$ cat src/rtl/lsu_ctrl_if.sv
// Request-side bundle between the MEM stage and the load/store controller.
// Ports:
//   req, op[2:0], addr[31:0], wdata[31:0] : request from the datapath
//   busy, done, misalign, rdata[31:0]     : status and load result back
// Modports: master = datapath side, slave = lsu_ctrl side.
interface lsu_ctrl_if;
    logic        req;
    logic [2:0]  op;
    logic [31:0] addr;
    logic [31:0] wdata;
    logic        busy;
    logic        done;
    logic        misalign;
    logic [31:0] rdata;

    modport master (
        output req, op, addr, wdata,
        input  busy, done, misalign, rdata
    );

    modport slave (
        input  req, op, addr, wdata,
        output busy, done, misalign, rdata
    );
endinterface

$ cat src/rtl/lsu_ctrl.sv
// Multicycle load/store controller between the MEM stage and a 1024-word
// data memory. One request at a time: checks alignment, issues a single
// write strobe with a byte-enable code for stores, and extracts plus sign/
// zero-extends byte/half/word data for loads.
// Ports:
//   clk, rst_n        : clock, synchronous active-low reset
//   bus (slave)       : req/op/addr/wdata in, busy/done/misalign/rdata out
//   dm_addr[9:0]      : memory word address (addr[11:2])
//   dm_din[31:0]      : memory write data, unshifted
//   dm_we             : write enable, gated by rst_n
//   dm_be[3:0]        : byte-enable code, non-zero only in ACCESS
//   dm_dout[31:0]     : combinational read data from memory
module lsu_ctrl (
    input  logic        clk,
    input  logic        rst_n,
    lsu_ctrl_if.slave   bus,
    output logic [9:0]  dm_addr,
    output logic [31:0] dm_din,
    output logic        dm_we,
    output logic [3:0]  dm_be,
    input  logic [31:0] dm_dout
);
    localparam int unsigned AW  = 10;
    localparam int unsigned DW  = 32;
    localparam int unsigned BEW = 4;

    typedef enum logic [1:0] {
        IDLE   = 2'd0,
        ACCESS = 2'd1,
        FIN    = 2'd2,
        ERR    = 2'd3
    } state_t;

    typedef enum logic [2:0] {
        OP_LW  = 3'd0,
        OP_LH  = 3'd1,
        OP_LHU = 3'd2,
        OP_LB  = 3'd3,
        OP_LBU = 3'd4,
        OP_SW  = 3'd5,
        OP_SH  = 3'd6,
        OP_SB  = 3'd7
    } op_t;

    state_t          state;
    op_t             op_q;
    logic [1:0]      off_q;
    logic            store_q;
    logic            busy_q;
    logic            done_q;
    logic            mis_q;
    logic [DW-1:0]   rdata_q;
    logic [AW-1:0]   dm_addr_q;
    logic [DW-1:0]   dm_din_q;
    logic            we_q;
    logic [BEW-1:0]  be_q;

    op_t             req_op_c;
    logic            req_store_c;
    logic            req_mis_c;
    logic [BEW-1:0]  req_be_c;
    logic [15:0]     half_c;
    logic [7:0]      byte_c;
    logic [DW-1:0]   load_c;
    logic            unused_addr_hi;

    // Decode the incoming request: store flag, alignment fault, byte enables.
    always_comb begin
        req_op_c    = op_t'(bus.op);
        req_store_c = 1'b0;
        req_mis_c   = 1'b0;
        req_be_c    = 4'b1111;
        case (req_op_c)
            OP_LW: begin
                req_mis_c = (bus.addr[1:0] != 2'b00);
            end
            OP_LH, OP_LHU: begin
                req_mis_c = bus.addr[0];
            end
            OP_LB, OP_LBU: begin
                req_mis_c = 1'b0;
            end
            OP_SW: begin
                req_store_c = 1'b1;
                req_mis_c   = (bus.addr[1:0] != 2'b00);
            end
            OP_SH: begin
                req_store_c = 1'b1;
                req_mis_c   = bus.addr[0];
                req_be_c    = bus.addr[1] ? 4'b1100 : 4'b0011;
            end
            OP_SB: begin
                req_store_c = 1'b1;
                req_be_c    = 4'b0001 << bus.addr[1:0];
            end
            default: begin
                req_store_c = 1'b0;
            end
        endcase
    end

    // Select and extend the addressed lane of the memory read word.
    always_comb begin
        half_c = off_q[1] ? dm_dout[31:16] : dm_dout[15:0];
        byte_c = dm_dout[{off_q, 3'b000} +: 8];
        load_c = dm_dout;
        case (op_q)
            OP_LH:   load_c = {{16{half_c[15]}}, half_c};
            OP_LHU:  load_c = {16'h0000, half_c};
            OP_LB:   load_c = {{24{byte_c[7]}}, byte_c};
            OP_LBU:  load_c = {24'h000000, byte_c};
            default: load_c = dm_dout;
        endcase
    end

    // Controller state and all registered outputs.
    always_ff @(posedge clk) begin
        if (!rst_n) begin
            state     <= IDLE;
            op_q      <= OP_LW;
            off_q     <= 2'b00;
            store_q   <= 1'b0;
            busy_q    <= 1'b0;
            done_q    <= 1'b0;
            mis_q     <= 1'b0;
            rdata_q   <= '0;
            dm_addr_q <= '0;
            dm_din_q  <= '0;
            we_q      <= 1'b0;
            be_q      <= '0;
        end else begin
            // Pulsed outputs fall back to idle unless set below.
            done_q <= 1'b0;
            mis_q  <= 1'b0;
            we_q   <= 1'b0;
            be_q   <= '0;
            case (state)
                IDLE: begin
                    if (bus.req) begin
                        op_q    <= req_op_c;
                        off_q   <= bus.addr[1:0];
                        store_q <= req_store_c;
                        busy_q  <= 1'b1;
                        if (req_mis_c) begin
                            // Abort: report in the very next cycle, no memory traffic.
                            state  <= ERR;
                            done_q <= 1'b1;
                            mis_q  <= 1'b1;
                        end else begin
                            // Memory port is presented during ACCESS from these copies.
                            state     <= ACCESS;
                            dm_addr_q <= bus.addr[11:2];
                            dm_din_q  <= bus.wdata;
                            we_q      <= req_store_c;
                            be_q      <= req_be_c;
                        end
                    end
                end
                ACCESS: begin
                    state  <= FIN;
                    done_q <= 1'b1;
                    if (!store_q) begin
                        rdata_q <= load_c;
                    end
                end
                FIN: begin
                    state  <= IDLE;
                    busy_q <= 1'b0;
                end
                ERR: begin
                    state  <= IDLE;
                    busy_q <= 1'b0;
                end
                default: begin
                    state  <= IDLE;
                    busy_q <= 1'b0;
                end
            endcase
        end
    end

    // Reset asserted during ACCESS must kill the write at that same edge.
    assign dm_we = we_q & rst_n;

    assign dm_addr      = dm_addr_q;
    assign dm_din       = dm_din_q;
    assign dm_be        = be_q;
    assign bus.busy     = busy_q;
    assign bus.done     = done_q;
    assign bus.misalign = mis_q;
    assign bus.rdata    = rdata_q;

    assign unused_addr_hi = ^bus.addr[31:12];
endmodule

$ cat src/flat_wrapper.sv
// flat-port wrapper written by rule: the top's interface ports become plain ports
module lsu_ctrl_flat 
  (clk, rst_n, dm_addr, dm_din, dm_we, dm_be, dm_dout, bus_req, bus_op, bus_addr, bus_wdata, bus_busy, bus_done, bus_misalign, bus_rdata);
  lsu_ctrl_if bus_i ();
  input  logic clk;
  input  logic rst_n;
  output logic [9:0] dm_addr;
  output logic [31:0] dm_din;
  output logic dm_we;
  output logic [3:0] dm_be;
  input  logic [31:0] dm_dout;
  input wire logic [$bits(bus_i.req)-1:0] bus_req;
  input wire logic [$bits(bus_i.op)-1:0] bus_op;
  input wire logic [$bits(bus_i.addr)-1:0] bus_addr;
  input wire logic [$bits(bus_i.wdata)-1:0] bus_wdata;
  output wire logic [$bits(bus_i.busy)-1:0] bus_busy;
  output wire logic [$bits(bus_i.done)-1:0] bus_done;
  output wire logic [$bits(bus_i.misalign)-1:0] bus_misalign;
  output wire logic [$bits(bus_i.rdata)-1:0] bus_rdata;
  assign bus_i.req = bus_req;
  assign bus_i.op = bus_op;
  assign bus_i.addr = bus_addr;
  assign bus_i.wdata = bus_wdata;
  assign bus_busy = bus_i.busy;
  assign bus_done = bus_i.done;
  assign bus_misalign = bus_i.misalign;
  assign bus_rdata = bus_i.rdata;
  lsu_ctrl u_core (.clk(clk), .rst_n(rst_n), .bus(bus_i), .dm_addr(dm_addr), .dm_din(dm_din), .dm_we(dm_we), .dm_be(dm_be), .dm_dout(dm_dout));
endmodule
$ cat config.mk
export PLATFORM = sky130hd
export DESIGN_NAME = lsu_ctrl_flat
export DESIGN_NICKNAME = d
export VERILOG_FILES = /design/src/rtl/lsu_ctrl_if.sv /design/src/rtl/lsu_ctrl.sv /design/src/flat_wrapper.sv
export SDC_FILE = /design/constraint.sdc
export NUM_CORES = 1
export LEC_CHECK = 0
export BUFFER_PORTS_ARGS = -buffer_cell sky130_fd_sc_hd__buf_2
export CORE_ASPECT_RATIO = 0.7
export CORE_UTILIZATION = 47
export DETAILED_ROUTE_END_ITERATION = 6
export HOLD_SLACK_MARGIN = 0.1
export PLACE_DENSITY_LB_ADDON = 0.25
export REMOVE_ABC_BUFFERS = 1
export SETUP_SLACK_MARGIN = 0.05
export SYNTH_ARGS = -nofsm -noshare
export SYNTH_HDL_FRONTEND = slang
export SYNTH_SLANG_ARGS = --single-unit
$ cat constraint.sdc
create_clock -name clk -period 2 [get_ports clk]
set_input_delay 0.5 -clock clk [delete_from_list [all_inputs] [get_ports clk]]
set_output_delay 0.5 -clock clk [all_outputs]
set_load 0.03 [all_outputs]
==> out/qor_table.md, run 1 <==
| Group | Metric | Value |
|:---|:---|:---|
| timing | Transition time at the pin with the least slew margin | 878 ps |
| logic synthesis | Share of synthesized flip-flops with an asynchronous set or reset | 0 |
| power and ir drop | Worst supply voltage drop on vdd | 0.567 mV |
| finish | Area growth from synthesis to final layout | 30.6% |
| finish | Antenna cells | 0 |
| min path | Hold Path Sink | u_core.bus.rdata[2]$_SDFFE_PN0P_ |
| route | Iteration-0 DRC count of the detailed router | 314 |
| placement | Placement Cell Area | 5010 sq um |
| floorplanning | Initial Utilization | 0.501 |
| timing | Headroom to the max-slew limit | 0.412 |
| finish | Final instance area | 5300 sq um |
| clock network | CTS tree | done |
| clock network | Maximum clock path buffer count | 2 |
| clock network | Clock-pin slew of the registers on the worst-case setup and hold paths | 60 ps |
| timing | Setup repair after global routing missed its margin | no |
| route | Total Wirelength | 10.6 mm |
| floorplanning | Horizontal die dimension | 113 um |
| global routing | Residual overflow from global routing | 0 |
| critical path | Beginning of the worst register-to-register path | u_core.op_q[0]$_SDFFE_PN0P_ |
| timing | Setup clock skew after layout | 4.61 ps |
| route | Antenna Violating Nets Remaining | 0 |
| logic synthesis | Synthesized area per cell | 8.89 sq um |
| route | Top layer used by detailed routing | met4 |
| route | Met2 routed wirelength | 4.90 mm |
| critical path | Worst reg-to-reg path cell count | 4 |
| floorplanning | Number of cell rows | 27 |
| critical path | CP Buf/Inv Count | 0 |
| logic synthesis | Synth area leaders | dfxtp_1 44%, mux2i_1 12%, nor2b_1 9.6% |
| route | Detail-routed via count per cell | 5.37 |
| route | DR DRC count | 0 |
| min path | Startpoint of the lowest-slack hold path | dm_dout[2] |
| finish | Filler Cells Inserted | 715 |
| placement | Estimated wirelength of the detail-placed design | 7.81 mm |
| logic synthesis | Cell taking the most area after synthesis | dfxtp_1 |
| timing | Setup violation total in the final timing report | 0 |
| floorplanning | Die outline area | 9020 sq um |
| critical path | Sequence of cells on the critical path | or2_0 > xnor2_2 > nand2_1 > a21oi_1 |
| timing | Max-slew violation count | 0 |
| logic synthesis | Dominant synthesized flop cell | dfxtp_1 |
| critical path | R2r setup slk | 190 ps |
| critical path | Largest delay contributor family on the critical path | XOR/XNOR gates |
| power and ir drop | Sequential share of power | 0.427 |
| route | Via count of the routed design | 3883 |
| critical path | Slowest stage delay, CP | 740 ps |
| clock network | Cts bufs inserted | 9 |
| floorplanning | Core region area | 8110 sq um |
| route | First-pass detailed-route iteration total | 5 |
| route | Met3 layer wire length in the routed design | 741 um |
| global routing | Global router's overall resource usage | 0.242 |
| timing | Hold slack | 405 ps |
| power and ir drop | Combinational share of power | 0.216 |
| timing | Final-report hold violation count | 0 |
| clock network | Post-CTS resize count | 0 |
| timing | Ratio of final minimum period to clock period | 0.905 |
| timing | Setup TNS | 0 ps |
| critical path | Startpoint type of the worst setup path | flip-flop |
| clock network | CTS root buf | clkbuf_16 |
| power and ir drop | LEAKAGE | 0.00243 uW |
| min path | Class of the worst hold path | in2reg |
| floorplanning | Overall die height | 79.8 um |
| critical path | Arrival time worst endpoint | 2070 ps |
| route | WL per Instance | 14.7 um |
| placement | RePlAce Congestion | 0.859 |
| outcome | Run status | finished, final reports clean |
| critical path | Critical Path Slowest Stage Cell | xnor2_2 |
| global routing | Vias in the first global route | 3669 |
| critical path | Crit Path Max Fanout | 16 |
| timing | Final critical-path required period | 1810 ps |
| clock network | Number of clock sinks | 90 |
| global routing | Antenna violations before repair | 0 |
| min path | Hold Path Cell Cnt | 3 |
| clock network | H-tree depth reported by CTS | 3 |
| power and ir drop | Power density relative to cell area | 876 nW/um^2 |
| placement | Quantity of I/O buffers inserted on ports | 163 |
| logic synthesis | Number of distinct library cells after synthesis | 37 |
| power and ir drop | Net Switching | 1380 uW |
| power and ir drop | Net switching share of the total power | 0.298 |
| flow run | Number of max-capacitance violations reported | 0 |
| global routing | First-pass GRT wire length | 17.4 mm |
| logic synthesis | Number of instances in the synthesized netlist | 457 |
| clock network | Number of buffers added for setup after CTS | 0 |
| floorplanning | Number of top-level pins | 184 |
| route | Metal-1 WL | 4.87 mm |
| finish | Net total in the final layout | 719 |
| finish | Share of final-layout standard cells stronger than drive strength 1 | 0.331 |
| logic synthesis | Post-synth design cell area | 4060 sq um |
| global routing | Largest net degree at the start of global routing | 48 |
| critical path | Endpoint type of the worst setup path | flip-flop |
| logic synthesis | Sequential fraction of the synthesis area | 0.444 |
| power and ir drop | Cell internal power dissipation | 3260 uW |
| critical path | Crit Path Class | reg2reg |
| timing | Maximum frequency from static timing analysis | 553 MHz |
| logic synthesis | Warnings from Yosys | 0 |
| logic synthesis | Top cells by count, synth | 90 x dfxtp_1, 62 x nor2b_1, 60 x o21ai_0 |
| logic synthesis | #FFs+latches synth | 90 |
| logic synthesis | EDFF count, synth | 0 |
| logic synthesis | Leading cell type by number of instances after synthesis | dfxtp_1 |
| logic synthesis | Post-synth top area share | 0.444 |
| critical path | Capturing point of the worst reg2reg path | u_core.bus.rdata[27]$_SDFFE_PN0P_ |
| clock network | # hold bufs at CTS | 0 |
| power and ir drop | Portion of total power attributed to the clock network | 0.357 |
| clock network | Clock latency on the worst-skew pair | 330 ps |
| critical path | Req. time, crit path | 2260 ps |
==> cell type report <==
cell class,instances,area [sq um],share of cell area
clock inverters,6,67.6,0.0127
inverters,10,37.5,0.00708
well taps,101,126,0.0238
flip-flops and latches,90,1800,0.340
multi-input cells,321,2050,0.386
clock buffers,10,229,0.0432
repair buffers,185,993,0.187
==> cells in the final DEF (no fill, tap or decap), types with 7 or more instances in the layout <==
| master | instances |
|---|---|
| a21oi_1 | 42 |
| a221oi_1 | 7 |
| buf_2 | 163 |
| buf_4 | 21 |
| clkbuf_16 | 9 |
| dfxtp_1 | 90 |
| inv_1 | 9 |
| mux2i_1 | 50 |
| nand2_1 | 38 |
| nor2_1 | 10 |
| nor2b_1 | 62 |
| o21a_1 | 9 |
| o21ai_0 | 60 |
| o221ai_1 | 8 |
==> worst min-delay path: stages <==
cell and delay (ps):
buf_2 90, nand2_1 50, a21oi_1 50
==> power by group through the flow <==
stage	clock, uW	combinational (uW)	sequential, uW
final	1660	1010	1980
after global routing	1780	1090	2000
after CTS	1690	1000	1980
after detailed placement	0	1000	2020
after global placement	0	983	2020
after floorplan	0	384	2260
==> sequential cells by signal (all words and copies together), names as in the netlist <==
| signal | flops |
|---|---|
| u_core.bus.misalign | 1 |
| u_core.we_q | 1 |
| u_core.op_q | 3 |
| u_core.bus.done | 1 |
| u_core.bus.rdata | 32 |
| u_core.off_q | 2 |
| u_core.dm_din | 32 |
| u_core.bus.busy | 1 |
| u_core.store_q | 1 |
| u_core.dm_addr | 10 |
| u_core.dm_be | 4 |
| u_core.state | 2 |
==> metrics by stage <==
stage	total power (uW)	instances	worst slack [ps]	utilization
2_1_floorplan	2640	421	-729	-
3_3_place_gp	3000	707	101	0.618
3_5_place_dp	3020	707	63.6	0.618
4_1_cts	4680	723	212	0.654
5_1_grt	4870	723	64.6	0.654
6_report	4650	723	191	0.654
==> routing by layer <==
| metal | up-vias | track usage |
|---|---|---|
| li1 | 1908 | - |
| met5 | - | 0 |
| met1 | 1811 | 0.321 |
| met4 | 0 | 0.0789 |
| met3 | 14 | 0.0630 |
| met2 | 150 | 0.385 |
==> how the worst max path moves through the flow <==
| stage | from | to | slack, ps | depth (start not counted) |
|---|---|---|---|---|
| floorplan | bus_op[0] | u_core.dm_addr[0]$_SDFFE_PN0P_ | -730 | 5 |
| global placement | bus_op[1] | u_core.dm_din[16]$_SDFFE_PN0P_ | 100 | 7 |
| detailed placement | bus_op[1] | u_core.dm_addr[0]$_SDFFE_PN0P_ | 60 | 7 |
| CTS | u_core.op_q[0]$_SDFFE_PN0P_ | u_core.bus.rdata[27]$_SDFFE_PN0P_ | 210 | 4 |
| global route | u_core.op_q[0]$_SDFFE_PN0P_ | u_core.bus.rdata[23]$_SDFFE_PN0P_ | 60 | 4 |
| finish | u_core.op_q[0]$_SDFFE_PN0P_ | u_core.bus.rdata[27]$_SDFFE_PN0P_ | 190 | 4 |
==> kinds of logic (layout without fill, tap and decap cells) <==
| kind of cell | count (synthesis) | count (layout) | synth area share |
|---|---|---|---|
| buffers and inverters | 46 | 211 | 0.0521 |
| adders and majority gates | 1 | 1 | 0.00246 |
| DFF | 90 | 90 | 0.444 |
| muxes | 50 | 50 | 0.123 |
| AOI/OAI and AO/OA | 141 | 141 | 0.204 |
| xor gates and xnor gates | 1 | 1 | 0.00401 |
| and+or+nand+nor | 128 | 128 | 0.171 |
No activity file was read; power rests on OpenSTA's default activity.
==> run 2, diff against run 1 <==
--- a/config.mk
+++ b/config.mk
@@ -7,8 +7,10 @@
 export LEC_CHECK = 0
 export BUFFER_PORTS_ARGS = -buffer_cell sky130_fd_sc_hd__buf_2
 export CORE_ASPECT_RATIO = 0.7
+export CORE_MARGIN = 10
 export CORE_UTILIZATION = 47
 export DETAILED_ROUTE_END_ITERATION = 6
+export GPL_TIMING_DRIVEN = 0
 export HOLD_SLACK_MARGIN = 0.1
 export PLACE_DENSITY_LB_ADDON = 0.25
 export REMOVE_ABC_BUFFERS = 1
==> run 2 against run 1 <==
Register-to-register slack better by 30 ps. Die area is 42% higher. Sequential power is essentially flat. Cell count grew 0.14%. Design area grew 0.47%. Sequential share of layout area about the same. Worst setup slack improved by 9.3 ps. Critical path type is now in2reg.
==> out/qor_table.md, run 2 (synthesized netlist as in run 1, its figures left out) <==
| Group | Metric | Value | Change |
|:---|:---|:---|:---|
| finish | Area growth from synthesis to final layout | 31.2% | was 30.6% |
| critical path | Crit Path Max Fanout | 17 | was 16 |
| placement | Placed Cells incl. Taps | 706 | was 707 |
| clock network | Cts bufs inserted | 9 | unchanged |
| timing | Maximum frequency from static timing analysis | 556 MHz | was 553 MHz |
| route | Detail-routed via count per cell | 5.25 | was 5.37 |
| min path | Startpoint of the lowest-slack hold path | dm_dout[6] | was dm_dout[2] |
| critical path | Slowest stage delay, CP | 450 ps | was 740 ps |
| route | DR DRC count | 0 | unchanged |
| floorplanning | Die outline area | 12800 sq um | was 9020 sq um |
| floorplanning | Number of top-level pins | 184 | unchanged |
| power and ir drop | Cell internal power dissipation | 3370 uW | was 3260 uW |
| timing | Ratio of final minimum period to clock period | 0.900 | was 0.905 |
| route | Total Wirelength | 12.2 mm | was 10.6 mm |
| clock network | Maximum clock path buffer count | 2 | unchanged |
| floorplanning | Overall die height | 97.8 um | was 79.8 um |
| power and ir drop | Power density relative to cell area | 894 nW/um^2 | was 876 nW/um^2 |
| clock network | # hold bufs at CTS | 0 | unchanged |
| critical path | Worst reg-to-reg path cell count | 5 | was 4 |
| route | Via count of the routed design | 3798 | was 3883 |
| finish | Filler Cells Inserted | 715 | unchanged |
| min path | Hold Path Cell Cnt | 3 | unchanged |
| finish | Area of the multi-input gates | 2110 sq um | was 2050 sq um |
| critical path | Req. time, crit path | 2220 ps | was 2260 ps |
| critical path | Sequence of cells on the critical path | buf_2 > nand2b_1 > a221oi_2 > nor3_4 > buf_16 > buf_16 > mux2i_1 > nor2b_1 | was or2_0 > xnor2_2 > nand2_1 > a21oi_1 |
| global routing | Vias in the first global route | 3635 | was 3669 |
| floorplanning | Horizontal die dimension | 131 um | was 113 um |
| critical path | Arrival time worst endpoint | 2020 ps | was 2070 ps |
| power and ir drop | Net switching share of the total power | 0.294 | was 0.298 |
| timing | Max-slew violation count | 0 | unchanged |
| finish | Leading cell types in the layout, fill and taps excluded | 162 x buf_2, 86 x dfxtp_1, 60 x o21ai_0 | was 163 x buf_2, 90 x dfxtp_1, 62 x nor2b_1 |
| finish | Most common cell after layout, fill and taps aside | buf_2 | unchanged |
| power and ir drop | Worst supply voltage drop on vdd | 0.630 mV | was 0.567 mV |
| global routing | First-pass GRT wire length | 19.3 mm | was 17.4 mm |
| floorplanning | Initial Utilization | 0.481 | was 0.501 |
| power and ir drop | Sequential share of power | 0.423 | was 0.427 |
| global routing | Antenna violations before repair | 0 | unchanged |
| timing | Setup repair after global routing missed its margin | yes | was no |
| clock network | Clock latency on the worst-skew pair | 330 ps | about the same |
| floorplanning | Number of cell rows | 28 | was 27 |
| critical path | Endpoint type of the worst setup path | flip-flop | unchanged |
| flow run | Number of max-capacitance violations reported | 0 | unchanged |
| finish | Net total in the final layout | 701 | was 719 |
| timing | Setup violation total in the final timing report | 0 | unchanged |
| placement | Estimated wirelength of the detail-placed design | 8.91 mm | was 7.81 mm |
| timing | Hold slack | 404 ps | was 405 ps |
| placement | RePlAce Congestion | 0.833 | was 0.859 |
| power and ir drop | Net Switching | 1400 uW | was 1380 uW |
| route | First-pass detailed-route iteration total | 4 | was 5 |
| global routing | Global router's overall resource usage | 0.181 | was 0.242 |
| route | Iteration-0 DRC count of the detailed router | 263 | was 314 |
| global routing | Largest net degree at the start of global routing | 83 | was 48 |
| critical path | R2r setup slk | 220 ps | was 190 ps |
| timing | Setup clock skew after layout | 5.86 ps | was 4.61 ps |
| outcome | Run status | finished, final reports clean | unchanged |
| min path | Hold Path Sink | u_core.bus.rdata[6]$_SDFFE_PN0P_ | was u_core.bus.rdata[2]$_SDFFE_PN0P_ |
| power and ir drop | LEAKAGE | 0.00238 uW | was 0.00243 uW |
| finish | Antenna cells | 0 | unchanged |
| clock network | Number of clock sinks | 90 | unchanged |
| timing | Final critical-path required period | 1800 ps | was 1810 ps |
| power and ir drop | Portion of total power attributed to the clock network | 0.369 | was 0.357 |
| min path | Class of the worst hold path | in2reg | unchanged |
| route | Antenna Violating Nets Remaining | 0 | unchanged |
| global routing | Residual overflow from global routing | 0 | unchanged |
| clock network | CTS root buf | clkbuf_16 | unchanged |
| timing | Transition time at the pin with the least slew margin | 542 ps | was 878 ps |
| clock network | Clock-pin slew of the registers on the worst-case setup and hold paths | 60 ps | about the same |
| clock network | H-tree depth reported by CTS | 3 | unchanged |
| finish | Sequential standard cell area | 1810 sq um | was 1800 sq um |
| critical path | Beginning of the worst register-to-register path | u_core.op_q[1]$_SDFFE_PN0P_ | was u_core.op_q[0]$_SDFFE_PN0P_ |
| route | WL per Instance | 16.9 um | was 14.7 um |
| placement | Quantity of I/O buffers inserted on ports | 163 | unchanged |
| timing | Headroom to the max-slew limit | 0.639 | was 0.412 |
| critical path | Critical Path Slowest Stage Cell | a221oi_2 | was xnor2_2 |
| power and ir drop | Combinational share of power | 0.209 | was 0.216 |
| floorplanning | Core region area | 8440 sq um | was 8110 sq um |
| clock network | CTS tree | done | unchanged |
| critical path | Startpoint type of the worst setup path | input pin | was flip-flop |
| critical path | Crit Path Class | in2reg | was reg2reg |
| finish | Share of final-layout standard cells stronger than drive strength 1 | 0.333 | was 0.331 |
| timing | Final-report hold violation count | 0 | unchanged |
| critical path | Library cell appearing most often on the critical path | buf_16 |  |
| critical path | Capturing point of the worst reg2reg path | u_core.bus.rdata[2]$_SDFFE_PN0P_ | was u_core.bus.rdata[27]$_SDFFE_PN0P_ |
| finish | Final Instance Count excl. Fillers | 724 | was 723 |
-- run 2: changes by cell type in the layout (fill, tap and decap cells not counted), sizes merged --
| cell | previous run | this run |
|---|---|---|
| buf | 185 | 167 |
| clkbuf | 10 | 13 |
| clkinvlp | 2 | 1 |
| clkinv | 3 | 1 |
-- run 2: critical path, delay by kind of cell --
| kind | cells | cell delay, ps |
|---|---|---|
| buffers and inverters | 3 | 520 |
| AO/OA/AOI/OAI | 1 | 450 |
| AND/OR/NAND/NOR | 3 | 370 |
| multiplexers | 1 | 170 |
-- run 2: power by group through the flow --
stage	clock, uW	combinational, uW	sequential [uW]
4_1_cts	1790	981	2010
6_report	1760	995	2010
2_1_floorplan	0	384	2260
5_1_grt	1870	1070	2030
3_5_place_dp	0	967	2050
3_3_place_gp	0	933	2040
-- run 2: cell type report --
type / instances / share of cell area
multi-input cells: 321 / 0.396
flip-flops and latches: 90 / 0.340
repair buffers: 167 / 0.170
clock buffers: 13 / 0.0507
well taps: 120 / 0.0282
clock inverters: 3 / 0.00869
inverters: 10 / 0.00704
-- run 2: stage by stage --
stage / area (sq um) / util / setup WS, ps / total power [uW] / setup TNS [ps]
detailed placement: 4910 / 0.581 / -573 / 3010 / -31740
global placement: 4850 / 0.575 / -1330 / 2970 / -69560
global route: 5330 / 0.631 / 41.8 / 4970 / 0
floorplan: 3890 / - / -729 / 2640 / -30640
CTS: 5280 / 0.625 / 46.5 / 4780 / 0
finish: 5330 / 0.631 / 200 / 4770 / 0
-- run 2: what timing repair did --
action                                  in CTS  in global routing
endpoints found under the hold margin        0                  0
gates resized for setup                     14                  8
gates cloned                                 0                  0
buffers inserted                             1                  1
endpoints found under the setup margin      64                 24
pin swaps                                    1                  1
-- run 2: how the worst max path moves through the flow --
stage	depth (start not counted)	endpoint	slack, ps	start
2_1_floorplan	5	u_core.dm_addr[0]$_SDFFE_PN0P_	-730	bus_op[0]
3_3_place_gp	6	u_core.dm_din[24]$_SDFFE_PN0P_	-1330	bus_op[0]
3_5_place_dp	8	u_core.dm_din[28]$_SDFFE_PN0P_	-570	bus_op[0]
4_1_cts	4	u_core.bus.rdata[20]$_SDFFE_PN0P_	50	u_core.op_q[1]$_SDFFE_PN0P_
5_1_grt	5	u_core.bus.rdata[2]$_SDFFE_PN0P_	40	u_core.op_q[1]$_SDFFE_PN0P_
6_report	8	u_core.dm_din[28]$_SDFFE_PN0P_	200	bus_op[1]
-- run 2: per-layer routing --
metal | GRT usage | vias up | wire (um) | share of wire
li1 | - | 1876 | - | -
met1 | 0.234 | 1757 | 5440 | 0.45
met2 | 0.290 | 152 | 5700 | 0.47
met3 | 0.0568 | 13 | 978 | 0.080
met4 | 0.0397 | 0 | 93 | 0.0076
met5 | 0 | - | 0 | 0
==> run 3, diff against run 2 <==
--- a/config.mk
+++ b/config.mk
@@ -5,6 +5,7 @@
 export SDC_FILE = /design/constraint.sdc
 export NUM_CORES = 1
 export LEC_CHECK = 0
+export ABC_AREA = 1
 export BUFFER_PORTS_ARGS = -buffer_cell sky130_fd_sc_hd__buf_2
 export CORE_ASPECT_RATIO = 0.7
 export CORE_MARGIN = 10
==> run 3 against run 2 <==
Combinational power grew 19%. Global-route usage shrank 0.21 points. Wire length grew 0.89%. Maximum frequency grew 0.31%. Via count grew 12%. Critical path type is now reg2reg. Critical endpoint is now u_core.bus.rdata[8]$_SDFFE_PN0P_. Largest power group unchanged.
==> out/qor_table.md, run 3 <==
| Group | Metric | Value | Change |
|:---|:---|:---|:---|
| route | Detail-routed via count per cell | 4.62 | was 5.25 |
| route | DR DRC count | 0 | unchanged |
| critical path | Req. time, crit path | 2280 ps | was 2220 ps |
| floorplanning | Initial Utilization | 0.487 | was 0.481 |
| floorplanning | Core region area | 8510 sq um | was 8440 sq um |
| clock network | # hold bufs at CTS | 0 | unchanged |
| logic synthesis | Post-synth top area share | 0.434 | was 0.444 |
| logic synthesis | #FFs+latches synth | 90 | unchanged |
| logic synthesis | EDFF count, synth | 0 | unchanged |
| route | Iteration-0 DRC count of the detailed router | 265 | was 263 |
| timing | Ratio of final minimum period to clock period | 0.897 | was 0.900 |
| finish | Final instance area | 5310 sq um | was 5330 sq um |
| floorplanning | Number of cell rows | 28 | unchanged |
| timing | Maximum frequency from static timing analysis | 557 MHz | was 556 MHz |
| floorplanning | Overall die height | 98.6 um | was 97.8 um |
| finish | Filler Cells Inserted | 861 | was 715 |
| finish | Most common cell after layout, fill and taps aside | nand2_1 | was buf_2 |
| floorplanning | Die outline area | 13000 sq um | was 12800 sq um |
| logic synthesis | Leading cell type by number of instances after synthesis | nand2_1 | was dfxtp_1 |
| power and ir drop | LEAKAGE | 0.00296 uW | was 0.00238 uW |
| timing | Headroom to the max-slew limit | 0.634 | was 0.639 |
| global routing | Antenna violations before repair | 3 | was 0 |
| timing | Setup repair after global routing missed its margin | yes | unchanged |
| floorplanning | Number of top-level pins | 184 | unchanged |
| logic synthesis | Number of distinct library cells after synthesis | 20 | was 37 |
| clock network | Clock-pin slew of the registers on the worst-case setup and hold paths | 60 ps | about the same |
| logic synthesis | Synthesized area per cell | 6.40 sq um | was 8.89 sq um |
| global routing | Residual overflow from global routing | 0 | unchanged |
| timing | Post-layout worst setup margin | 206 ps | was 200 ps |
| floorplanning | Horizontal die dimension | 132 um | was 131 um |
| finish | Area growth from synthesis to final layout | 28.0% | was 31.2% |
| finish | Leading cell types in the layout, fill and taps excluded | 170 x nand2_1, 165 x nor2_1, 162 x buf_2 | was 162 x buf_2, 86 x dfxtp_1, 60 x o21ai_0 |
| global routing | First-pass GRT wire length | 19.5 mm | was 19.3 mm |
| power and ir drop | Total power | 4940 uW | was 4770 uW |
| critical path | Startpoint type of the worst setup path | flip-flop | was input pin |
| route | Antenna Violating Nets Remaining | 0 | unchanged |
| clock network | Maximum clock path buffer count | 2 | unchanged |
| placement | Estimated wirelength of the detail-placed design | 8.85 mm | was 8.91 mm |
| critical path | Arrival time worst endpoint | 2070 ps | was 2020 ps |
| timing | Final-report hold violation count | 0 | unchanged |
| clock network | Cts bufs inserted | 9 | unchanged |
| critical path | Largest delay contributor family on the critical path | simple AND/OR/NAND/NOR gates | was buffers and inverters |
| timing | Transition time at the pin with the least slew margin | 549 ps | was 542 ps |
| placement | Quantity of I/O buffers inserted on ports | 163 | unchanged |
| clock network | CTS tree | done | unchanged |
| logic synthesis | Dominant synthesized flop cell | dfxtp_1 | unchanged |
| critical path | CP Buf/Inv Count | 2 | was 3 |
| critical path | Crit Path Max Fanout | 28 | was 17 |
| logic synthesis | Synth area leaders | dfxtp_1 43%, nand2_1 15%, nor2_1 15% | was dfxtp_1 44%, mux2i_1 12%, nor2b_1 9.6% |
| critical path | Critical Path Slowest Stage Cell | clkinvlp_4 | was a221oi_2 |
| logic synthesis | Share of synthesized flip-flops with an asynchronous set or reset | 0 | unchanged |
| route | First-pass detailed-route iteration total | 5 | was 4 |
| logic synthesis | Warnings from Yosys | 0 | unchanged |
| power and ir drop | Worst supply voltage drop on vdd | 0.525 mV | was 0.630 mV |
| logic synthesis | Number of instances in the synthesized netlist | 648 | was 457 |
| timing | Final critical-path required period | 1790 ps | was 1800 ps |
| global routing | Vias in the first global route | 4057 | was 3635 |
| placement | Placement Cell Area | 4950 sq um | was 4910 sq um |
| flow run | Number of max-capacitance violations reported | 0 | unchanged |
| route | Total Wirelength | 12.3 mm | was 12.2 mm |
| clock network | CTS root buf | clkbuf_16 | unchanged |
| clock network | Number of clock sinks | 90 | unchanged |
| timing | Setup clock skew after layout | 8.49 ps | was 5.86 ps |
| min path | Class of the worst hold path | in2reg | unchanged |
| critical path | Library cell appearing most often on the critical path | nor2_1 | was buf_16 |
| clock network | H-tree depth reported by CTS | 3 | unchanged |
| route | WL per Instance | 13.4 um | was 16.9 um |
| logic synthesis | Sequential fraction of the synthesis area | 0.434 | was 0.444 |
| logic synthesis | Top cells by count, synth | 170 x nand2_1, 166 x nor2_1, 90 x dfxtp_1 | was 90 x dfxtp_1, 62 x nor2b_1, 60 x o21ai_0 |
| placement | Worst Setup Slack post-DPL | -708 ps | was -573 ps |
| outcome | Run status | finished, final reports clean | unchanged |
| finish | Final core occ | 0.624 | was 0.631 |
| logic synthesis | Post-synth design cell area | 4150 sq um | was 4060 sq um |
| critical path | Endpoint type of the worst setup path | flip-flop | unchanged |
| global routing | Global router's overall resource usage | 0.179 | was 0.181 |
| finish | Share of final-layout standard cells stronger than drive strength 1 | 0.250 | was 0.333 |
| timing | Setup violation total in the final timing report | 0 | unchanged |
| global routing | Largest net degree at the start of global routing | 83 | unchanged |
| critical path | Sequence of cells on the critical path | inv_1 > nand3_1 > clkinvlp_4 > nand2_1 > nor2_1 > nor2_1 | was buf_2 > nand2b_1 > a221oi_2 > nor3_4 > buf_16 > buf_16 > mux2i_1 > nor2b_1 |
| power and ir drop | Power density relative to cell area | 931 nW/um^2 | was 894 nW/um^2 |
| timing | Max-slew violation count | 0 | unchanged |
| logic synthesis | Cell taking the most area after synthesis | dfxtp_1 | unchanged |
| placement | RePlAce Congestion | 0.837 | was 0.833 |
| critical path | Slowest stage delay, CP | 480 ps | was 450 ps |
| clock network | Clock latency on the worst-skew pair | 340 ps | was 330 ps |
| finish | Net total in the final layout | 896 | was 701 |
| critical path | Crit Path Class | reg2reg | was in2reg |
| route | Via count of the routed design | 4254 | was 3798 |
## run 3: cells by family (layout without fill, tap and decap cells)
family / count (synthesis) / count (layout) / synth area share
flops: 90 / 90 / 0.434
simple gates: 382 / 383 / 0.370
buf+inv: 105 / 255 / 0.110
other cells: 0 / 2 / 0
compound gates: 71 / 71 / 0.0857
## run 3: area by class of cell
class	instances	area [sq um]	share of cell area
diodes	2	5.00	0.000943
clock buffers	12	256	0.0483
flip-flops and latches	90	1800	0.340
clock inverters	4	48.8	0.00919
multi-input cells	454	1910	0.361
repair buffers	164	842	0.159
well taps	120	150	0.0283
inverters	74	282	0.0530
repair inverters	1	7.51	0.00141
## run 3: stage by stage
stage / instances / hold WS [ps] / TNS, ps
2_1_floorplan: 617 / 430 / -14860
3_3_place_gp: 900 / 439 / -45450
3_5_place_dp: 901 / 443 / -28710
4_1_cts: 918 / 378 / 0
5_1_grt: 921 / 380 / 0
6_report: 921 / 386 / 0
## run 3: what timing repair did
| action | 4_1_cts | 5_1_grt |
|---|---|---|
| resized for setup | 7 | 1 |
| buffers inserted | 0 | 0 |
| pin swaps | 0 | 1 |
| gates cloned | 1 | 1 |
| setup endpoints to repair | 76 | 25 |
| hold endpoints to repair | 0 | 0 |
## run 3: layer usage
metal	vias to the layer above	routed length, um	GRT usage	share of wire
met3	12	1170	0.0811	0.095
li1	2263	-	-	-
met2	139	5570	0.292	0.45
met5	-	0	0	0
met4	0	157	0.0506	0.013
met1	1840	5430	0.209	0.44
## run 3: power breakdown
| part | internal [uW] | switching (uW) |
|---|---|---|
| Sequential | 1950 | 88.3 |
| Clock | 1040 | 687 |
| Combinational | 356 | 826 |
## run 3: final timing paths
| path | startpoint | to | depth (start not counted) | slack (ps) |
|---|---|---|---|---|
| max | u_core.state[1]$_SDFFE_PN0P_ | u_core.bus.rdata[8]$_SDFFE_PN0P_ | 6 | 210 |
| min | bus_wdata[18] | u_core.dm_din[18]$_SDFFE_PN0P_ | 3 | 390 |
| max reg2reg | u_core.state[1]$_SDFFE_PN0P_ | u_core.bus.rdata[8]$_SDFFE_PN0P_ | 6 | 210 |
| min reg2reg | u_core.bus.busy$_SDFFE_PN0P_ | u_core.bus.busy$_SDFFE_PN0P_ | 2 | 450 |
## run 3: worst register-to-register path, delay by kind of cell (launching register included)
| kind | cells | cell delay [ps] |
|---|---|---|
| AND/OR/NAND/NOR | 4 | 830 |
| buffers and inverters | 2 | 550 |
| flip-flops | 1 | 370 |
